<file path="src/rtl/commit_trace_streamer.sv">
// Commit trace streamer: captures retired-instruction records into a FIFO and
// serialises each one as a short burst of 32-bit valid/ready words.
//
// state   | meaning
// --------+------------------------------------------------------------
// S_IDLE  | nothing being sent; pops the next record when FIFO non-empty
// S_HDR   | presenting header word (marker, rd, has_data, lost, seq)
// S_PC    | presenting retired PC
// S_INSTR | presenting instruction word (last word when rd == 0)
// S_DATA  | presenting writeback value (only when rd != 0)
module commit_trace_streamer #(
    parameter int XLEN  = 32,
    parameter int DEPTH = 16
) (
    input  logic                     clk_i,
    input  logic                     rst_i,
    input  logic                     enable_i,
    input  logic                     update_i,
    input  logic [XLEN-1:0]          pc_i,
    input  logic [31:0]              instr_i,
    input  logic [4:0]               reg_addr_i,
    input  logic [XLEN-1:0]          reg_data_i,
    output logic                     m_valid_o,
    output logic [31:0]              m_data_o,
    output logic                     m_last_o,
    input  logic                     m_ready_i,
    output logic [$clog2(DEPTH):0]   level_o,
    output logic                     full_o,
    output logic                     empty_o,
    output logic [15:0]              drop_cnt_o
);

    localparam int AW = $clog2(DEPTH);
    localparam logic [AW:0] DEPTH_CNT = (AW + 1)'(DEPTH);

    typedef enum logic [2:0] {
        S_IDLE,
        S_HDR,
        S_PC,
        S_INSTR,
        S_DATA
    } state_t;

    state_t state_q, state_d;

    // record storage, one array per field
    logic [15:0]     mem_seq   [DEPTH];
    logic            mem_lost  [DEPTH];
    logic [4:0]      mem_rd    [DEPTH];
    logic [XLEN-1:0] mem_pc    [DEPTH];
    logic [31:0]     mem_instr [DEPTH];
    logic [XLEN-1:0] mem_data  [DEPTH];

    logic [AW-1:0]   wr_ptr, rd_ptr;
    logic [AW:0]     count;

    // record currently being serialised
    logic [15:0]     hold_seq;
    logic            hold_lost;
    logic [4:0]      hold_rd;
    logic [XLEN-1:0] hold_pc;
    logic [31:0]     hold_instr;
    logic [XLEN-1:0] hold_data;

    logic [15:0]     seq_q;
    logic            lost_q;
    logic [15:0]     drop_q;

    logic capture, push, pop, pop_req, drop, has_data, fifo_empty, fifo_full;

    assign fifo_empty = (count == '0);
    assign fifo_full  = (count == DEPTH_CNT);
    assign has_data   = (hold_rd != 5'd0);
    assign capture    = update_i && enable_i;
    assign pop        = pop_req && !fifo_empty;
    // a pop in the same cycle frees the slot, so a full FIFO still accepts
    assign push       = capture && (!fifo_full || pop);
    assign drop       = capture && !push;

    assign level_o    = count;
    assign full_o     = fifo_full;
    assign empty_o    = fifo_empty;
    assign drop_cnt_o = drop_q;

    // FIFO write side, pointers and occupancy
    always_ff @(posedge clk_i) begin
        if (rst_i) begin
            wr_ptr <= '0;
            rd_ptr <= '0;
            count  <= '0;
        end else begin
            if (push) begin
                mem_seq[wr_ptr]   <= seq_q;
                mem_lost[wr_ptr]  <= lost_q;
                mem_rd[wr_ptr]    <= reg_addr_i;
                mem_pc[wr_ptr]    <= pc_i;
                mem_instr[wr_ptr] <= instr_i;
                mem_data[wr_ptr]  <= reg_data_i;
                wr_ptr            <= wr_ptr + AW'(1);
            end
            if (pop) begin
                rd_ptr <= rd_ptr + AW'(1);
            end
            case ({push, pop})
                2'b10:   count <= count + (AW + 1)'(1);
                2'b01:   count <= count - (AW + 1)'(1);
                default: count <= count;
            endcase
        end
    end

    // load the holding register from the FIFO head on every pop
    always_ff @(posedge clk_i) begin
        if (rst_i) begin
            hold_seq   <= '0;
            hold_lost  <= 1'b0;
            hold_rd    <= '0;
            hold_pc    <= '0;
            hold_instr <= '0;
            hold_data  <= '0;
        end else if (pop) begin
            hold_seq   <= mem_seq[rd_ptr];
            hold_lost  <= mem_lost[rd_ptr];
            hold_rd    <= mem_rd[rd_ptr];
            hold_pc    <= mem_pc[rd_ptr];
            hold_instr <= mem_instr[rd_ptr];
            hold_data  <= mem_data[rd_ptr];
        end
    end

    // sequence number, lost flag and saturating drop counter
    always_ff @(posedge clk_i) begin
        if (rst_i) begin
            seq_q  <= '0;
            lost_q <= 1'b0;
            drop_q <= '0;
        end else begin
            if (capture) begin
                seq_q <= seq_q + 16'd1;
            end
            if (push) begin
                lost_q <= 1'b0;
            end else if (drop) begin
                lost_q <= 1'b1;
                if (drop_q != 16'hFFFF) begin
                    drop_q <= drop_q + 16'd1;
                end
            end
        end
    end

    // state register
    always_ff @(posedge clk_i) begin
        if (rst_i) begin
            state_q <= S_IDLE;
        end else begin
            state_q <= state_d;
        end
    end

    // next state, pop request and word mux
    always_comb begin
        state_d   = state_q;
        pop_req   = 1'b0;
        m_valid_o = 1'b0;
        m_data_o  = '0;
        m_last_o  = 1'b0;
        case (state_q)
            S_IDLE: begin
                if (!fifo_empty) begin
                    pop_req = 1'b1;
                    state_d = S_HDR;
                end
            end
            S_HDR: begin
                m_valid_o = 1'b1;
                m_data_o  = {8'hA5, hold_rd, has_data, hold_lost, 1'b0, hold_seq};
                if (m_ready_i) state_d = S_PC;
            end
            S_PC: begin
                m_valid_o = 1'b1;
                m_data_o  = hold_pc;
                if (m_ready_i) state_d = S_INSTR;
            end
            S_INSTR: begin
                m_valid_o = 1'b1;
                m_data_o  = hold_instr;
                m_last_o  = !has_data;
                if (m_ready_i) begin
                    if (has_data) begin
                        state_d = S_DATA;
                    end else if (!fifo_empty) begin
                        pop_req = 1'b1;
                        state_d = S_HDR;
                    end else begin
                        state_d = S_IDLE;
                    end
                end
            end
            S_DATA: begin
                m_valid_o = 1'b1;
                m_data_o  = hold_data;
                m_last_o  = 1'b1;
                if (m_ready_i) begin
                    if (!fifo_empty) begin
                        pop_req = 1'b1;
                        state_d = S_HDR;
                    end else begin
                        state_d = S_IDLE;
                    end
                end
            end
            default: state_d = S_IDLE;
        endcase
    end

endmodule
</file>
<file path="config.mk">
export PLATFORM = sky130hd
export DESIGN_NAME = commit_trace_streamer
export DESIGN_NICKNAME = d
export VERILOG_FILES = /design/src/rtl/commit_trace_streamer.sv
export SDC_FILE = /design/constraint.sdc
export NUM_CORES = 2
export LEC_CHECK = 0
export ABC_AREA = 1
export BUFFER_PORTS_ARGS = -buffer_cell sky130_fd_sc_hd__buf_4
export CAP_MARGIN = 20
export CORE_MARGIN = 3
export CORE_UTILIZATION = 67
export CTS_CLUSTER_SIZE = 28
export DETAILED_ROUTE_END_ITERATION = 8
export PLACE_DENSITY = 0.84
export SLEW_MARGIN = 25
export SYNTH_ARGS = -nofsm -noshare
export SYNTH_HDL_FRONTEND = slang
export SYNTH_SLANG_ARGS = --single-unit
</file>
<file path="constraint.sdc">
create_clock -name clk_i -period 33.5 [get_ports clk_i]
set_clock_uncertainty 0.15 [all_clocks]
set_input_delay 6.7 -clock clk_i [delete_from_list [all_inputs] [get_ports clk_i]]
set_output_delay 6.7 -clock clk_i [all_outputs]
set_load 0.1 [all_outputs]
</file>
==> results.cfg <==
[drt]
first_iter_violations = 9291
drc = 0
antenna_left = 0
via_per_inst = 7.08
post_drt_wl_per_cell_um = 28.5
dr.pass1.iters = 9
vias = 53000
drt_wl_total_um = 213000

[die]
row_count = 125
die_w_um = 350
pin_count = 163
start_util_pct = 67.8
core_um2 = 117000
die-area_um2 = 122000
die_h_um = 350

[clock_tree]
post_cts_resized = 0
cts.sinks = 2055
cts-root-buf = clkbuf_16
numCtsBuffers = 189
path_clk_slew_ns = 0.07
cts_setup_buffers = 0
hold_buffers = 0
clockBufferDepth = 3
cts_tree = done
h-tree-depth = 4
clk_latency_ns = 0.81

[critical_path]
worstPathRequired_ns = 26.65
crit_arrival_ns = 3.46
crit_fanout = 25
start_kind = flip-flop
path_common_cell = nand2_1
r2r_cells = 14
reg2reg_from = state_q[0]
path_class = flip-flop to primary output
cpMaxStageDelayCell = inv_2
worstPathCellList = inv_1, nor2_1, nand2_1, inv_2, nand2_1, nand4_1, buf_4
cp-end-kind = primary output
critPathMaxStageDelay_ns = 0.56
rrSetupSlack_ns = 28.47
r2r_end = mem_pc[9][8]

[sta]
setup_viol = 0
layout_min_cycle_time_ns = 10.31
max_clock_freq_ghz = 0.0970
hold_viol = 0
worstMarginPinSlew_ns = 1.18
drv_slew = 0
slew_headroom_pct = 21.4
rsz0062_at_grt = no
setup_tns_ns = 0
period_share_pct = 30.8

[placed_design]
portBuffers = 162
place_inst = 7126
dpl_cell_area_um2 = 81200
place_hpwl_um = 108000
routabilityCongestion = 0.907

[finish]
fin_area_um2 = 87500
syn_to_final_growth_pct = 10.5
drive_gt1_share_pct = 9.17
final.fill_count = 6389
finalNonFillerCells = 7489
nets = 5913

[power_and_ir_drop]
peakVddDrop_mv = 0.128
p_comb_share_pct = 21.7
pwr-share-seq_pct = 45.5
powerDensity_nw_per_um2 = 75.1
p_int_mw = 4.45
switching_power_mw = 2.12
leakagePower_nw = 28.0
swShare_pct = 32.3
p_clk_share_pct = 32.8

[global_route]
grt_start_max_net_pins = 274
grt-ovfl-total = 0
antenna_found_initial = 12
grt_pass1_vias = 52100
grt_pass1_wl_um = 314000
grt_use_total_pct = 34.4

[yosys]
yosysWarningCount = 0
synth_top_area_share_pct = 71.6
synth_top_family_by_area = compound AO/OA/AOI/OAI gates
synth_fa_ha_area_share_pct = 0.183
syn_inst = 5822
yosys.area.top_type = edfxtp_1
syn_nets = 5939
synthDistinctLibCells = 38
synth-simple-area-share_pct = 7.80
syn-mean-instance-area_um2 = 13.6
netlist_top_cells_area = edfxtp_1 72%, o21ai_0 6.6%, o221ai_1 5.2%
seq_area_frac_synth_pct = 75.8
ys_ff_latch = 2055
synth_compound_area_share_pct = 13.3
synthXorXnorAreaFrac_pct = 0.221
synthMuxAreaShare_pct = 0
synth_area_um2 = 79200

[hold_path]
hold_depth = 2
hp-class = flip-flop to flip-flop
min_from = drop_cnt_o[15]
hold_end = drop_cnt_o[15]

[job]
cap_violations = 0

[outcome]
status = finished, final reports clean
-- logic make-up after synthesis --
| family | after synthesis |
|---|---|
| XOR/XNOR | 20 |
| AND/OR/NAND/NOR | 1515 |
| AO/OA/AOI/OAI | 1720 |
| buffers and inverters | 501 |
| flip-flops | 2055 |
| adder cells (fa/ha/maj) | 11 |
-- cells in the final DEF (no fill, tap or decap), types with 16 or more instances in the layout --
cell	count
nand4_1	29
inv_1	44
bufinv_16	16
a21oi_1	37
clkinv_2	30
o21ai_0	1039
xor2_1	18
clkinv_1	19
dfxtp_1	163
clkbuf_8	23
nor2_1	985
nand2_1	196
nand3_1	262
clkbuf_16	194
o221ai_1	472
clkbuf_1	60
o21ai_1	43
a31oi_1	120
buf_4	216
edfxtp_1	1888
-- synthesized netlist by cell type --
cell type,n
buf_6,6
clkbuf_1,300
nor3_1,16
clkinv_2,1
nor3_2,1
buf_2,123
o211ai_1,1
buf_4,10
clkbuf_2,1
dfxtp_1,167
o21ai_1,43
edfxtp_1,1888
nand2_4,2
nor3b_1,2
or2_2,2
o21a_1,1
xnor2_1,2
o2111ai_1,2
fa_1,1
nor2_4,2
ha_1,10
nor2_2,1
nand4_2,1
xor2_1,18
nand2_2,3
inv_2,3
a21oi_1,37
nand4_1,29
o21bai_1,1
nand2_1,196
o21ai_0,1039
nand3_1,262
inv_1,48
a221oi_1,4
o221ai_1,472
a31oi_1,120
nor2_1,998
buf_1,9
-- power by group through the flow --
stage          registers (mW)  clock network [mW]  logic (mW)
2_1_floorplan            2.96                   0       0.992
3_3_place_gp             3.04                   0        1.28
3_5_place_dp             3.04                   0        1.34
4_1_cts                  2.99                2.16        1.37
5_1_grt                  2.99                2.26        1.52
6_report                 2.99                2.16        1.42
-- worst max-delay path: cells and delay by family, from the launching register on --
kind | cells | cell delay, ns
AND/OR/NAND/NOR | 4 | 1.17
buffers and inverters | 3 | 1.01
flip-flops | 1 | 0.45
-- how the worst max path moves through the flow --
stage / startpoint / to / slack, ns / cells past startpoint
after detailed placement: update_i / mem_seq[9][8] / 22.68 / 9
after global placement: m_ready_i / mem_seq[9][8] / 22.75 / 11
after CTS: state_q[0] / m_data_o[14] / 23.00 / 7
after global routing: state_q[0] / m_data_o[11] / 23.19 / 7
after floorplan: m_ready_i / mem_data[11][0] / 17.29 / 8
final: state_q[0] / m_data_o[14] / 23.19 / 7
-- stage by stage --
| step | setup WS, ns | total power, mW | hold slack, ns | utilization, % |
|---|---|---|---|---|
| finish | 23.19 | 6.57 | 0.366 | 74.9 |
| global route | 23.19 | 6.77 | 0.395 | 74.9 |
| CTS | 23.00 | 6.52 | 0.363 | 74.8 |
| detailed placement | 22.68 | 4.38 | 0.352 | 69.5 |
| global placement | 22.75 | 4.32 | 0.346 | 69.5 |
| floorplan | 17.29 | 3.96 | 0.344 | - |
-- cell type report --
class	instances	area [µm²]	share of cell area, %
Antenna cell	8	20.0	0.0229
Tap cell	1524	1910	2.18
Clock inverter	75	820	0.936
Multi-Input combinational cell	3266	17200	19.6
Inverter	52	241	0.276
Sequential cell	2055	60100	68.6
Timing Repair Buffer	232	1910	2.19
Clock buffer	277	5400	6.17
-- per-layer routing --
| layer | share of wire (%) | wire length, µm | up-vias | track usage [%] |
|---|---|---|---|---|
| met5 | 0.012 | 26 | - | 0 |
| met4 | 5.0 | 10700 | 6 | 16.8 |
| met3 | 14 | 30500 | 788 | 9.78 |
| met2 | 46 | 98800 | 4292 | 53.1 |
| met1 | 34 | 73200 | 25700 | 45.7 |
| li1 | - | - | 22200 | - |
-- sequential cells by signal, indices dropped and copies added, names as in the netlist, 4 cells and up --
name        flops
mem_lost       16
mem_seq       256
mem_rd         80
level_o         5
mem_pc        512
rd_ptr          4
hold_instr     32
hold_rd         5
seq_q          16
drop_cnt_o     16
hold_data      32
wr_ptr          4
mem_instr     512
hold_pc        32
mem_data      512
hold_seq       16
Power figures use the tool's default switching activity.
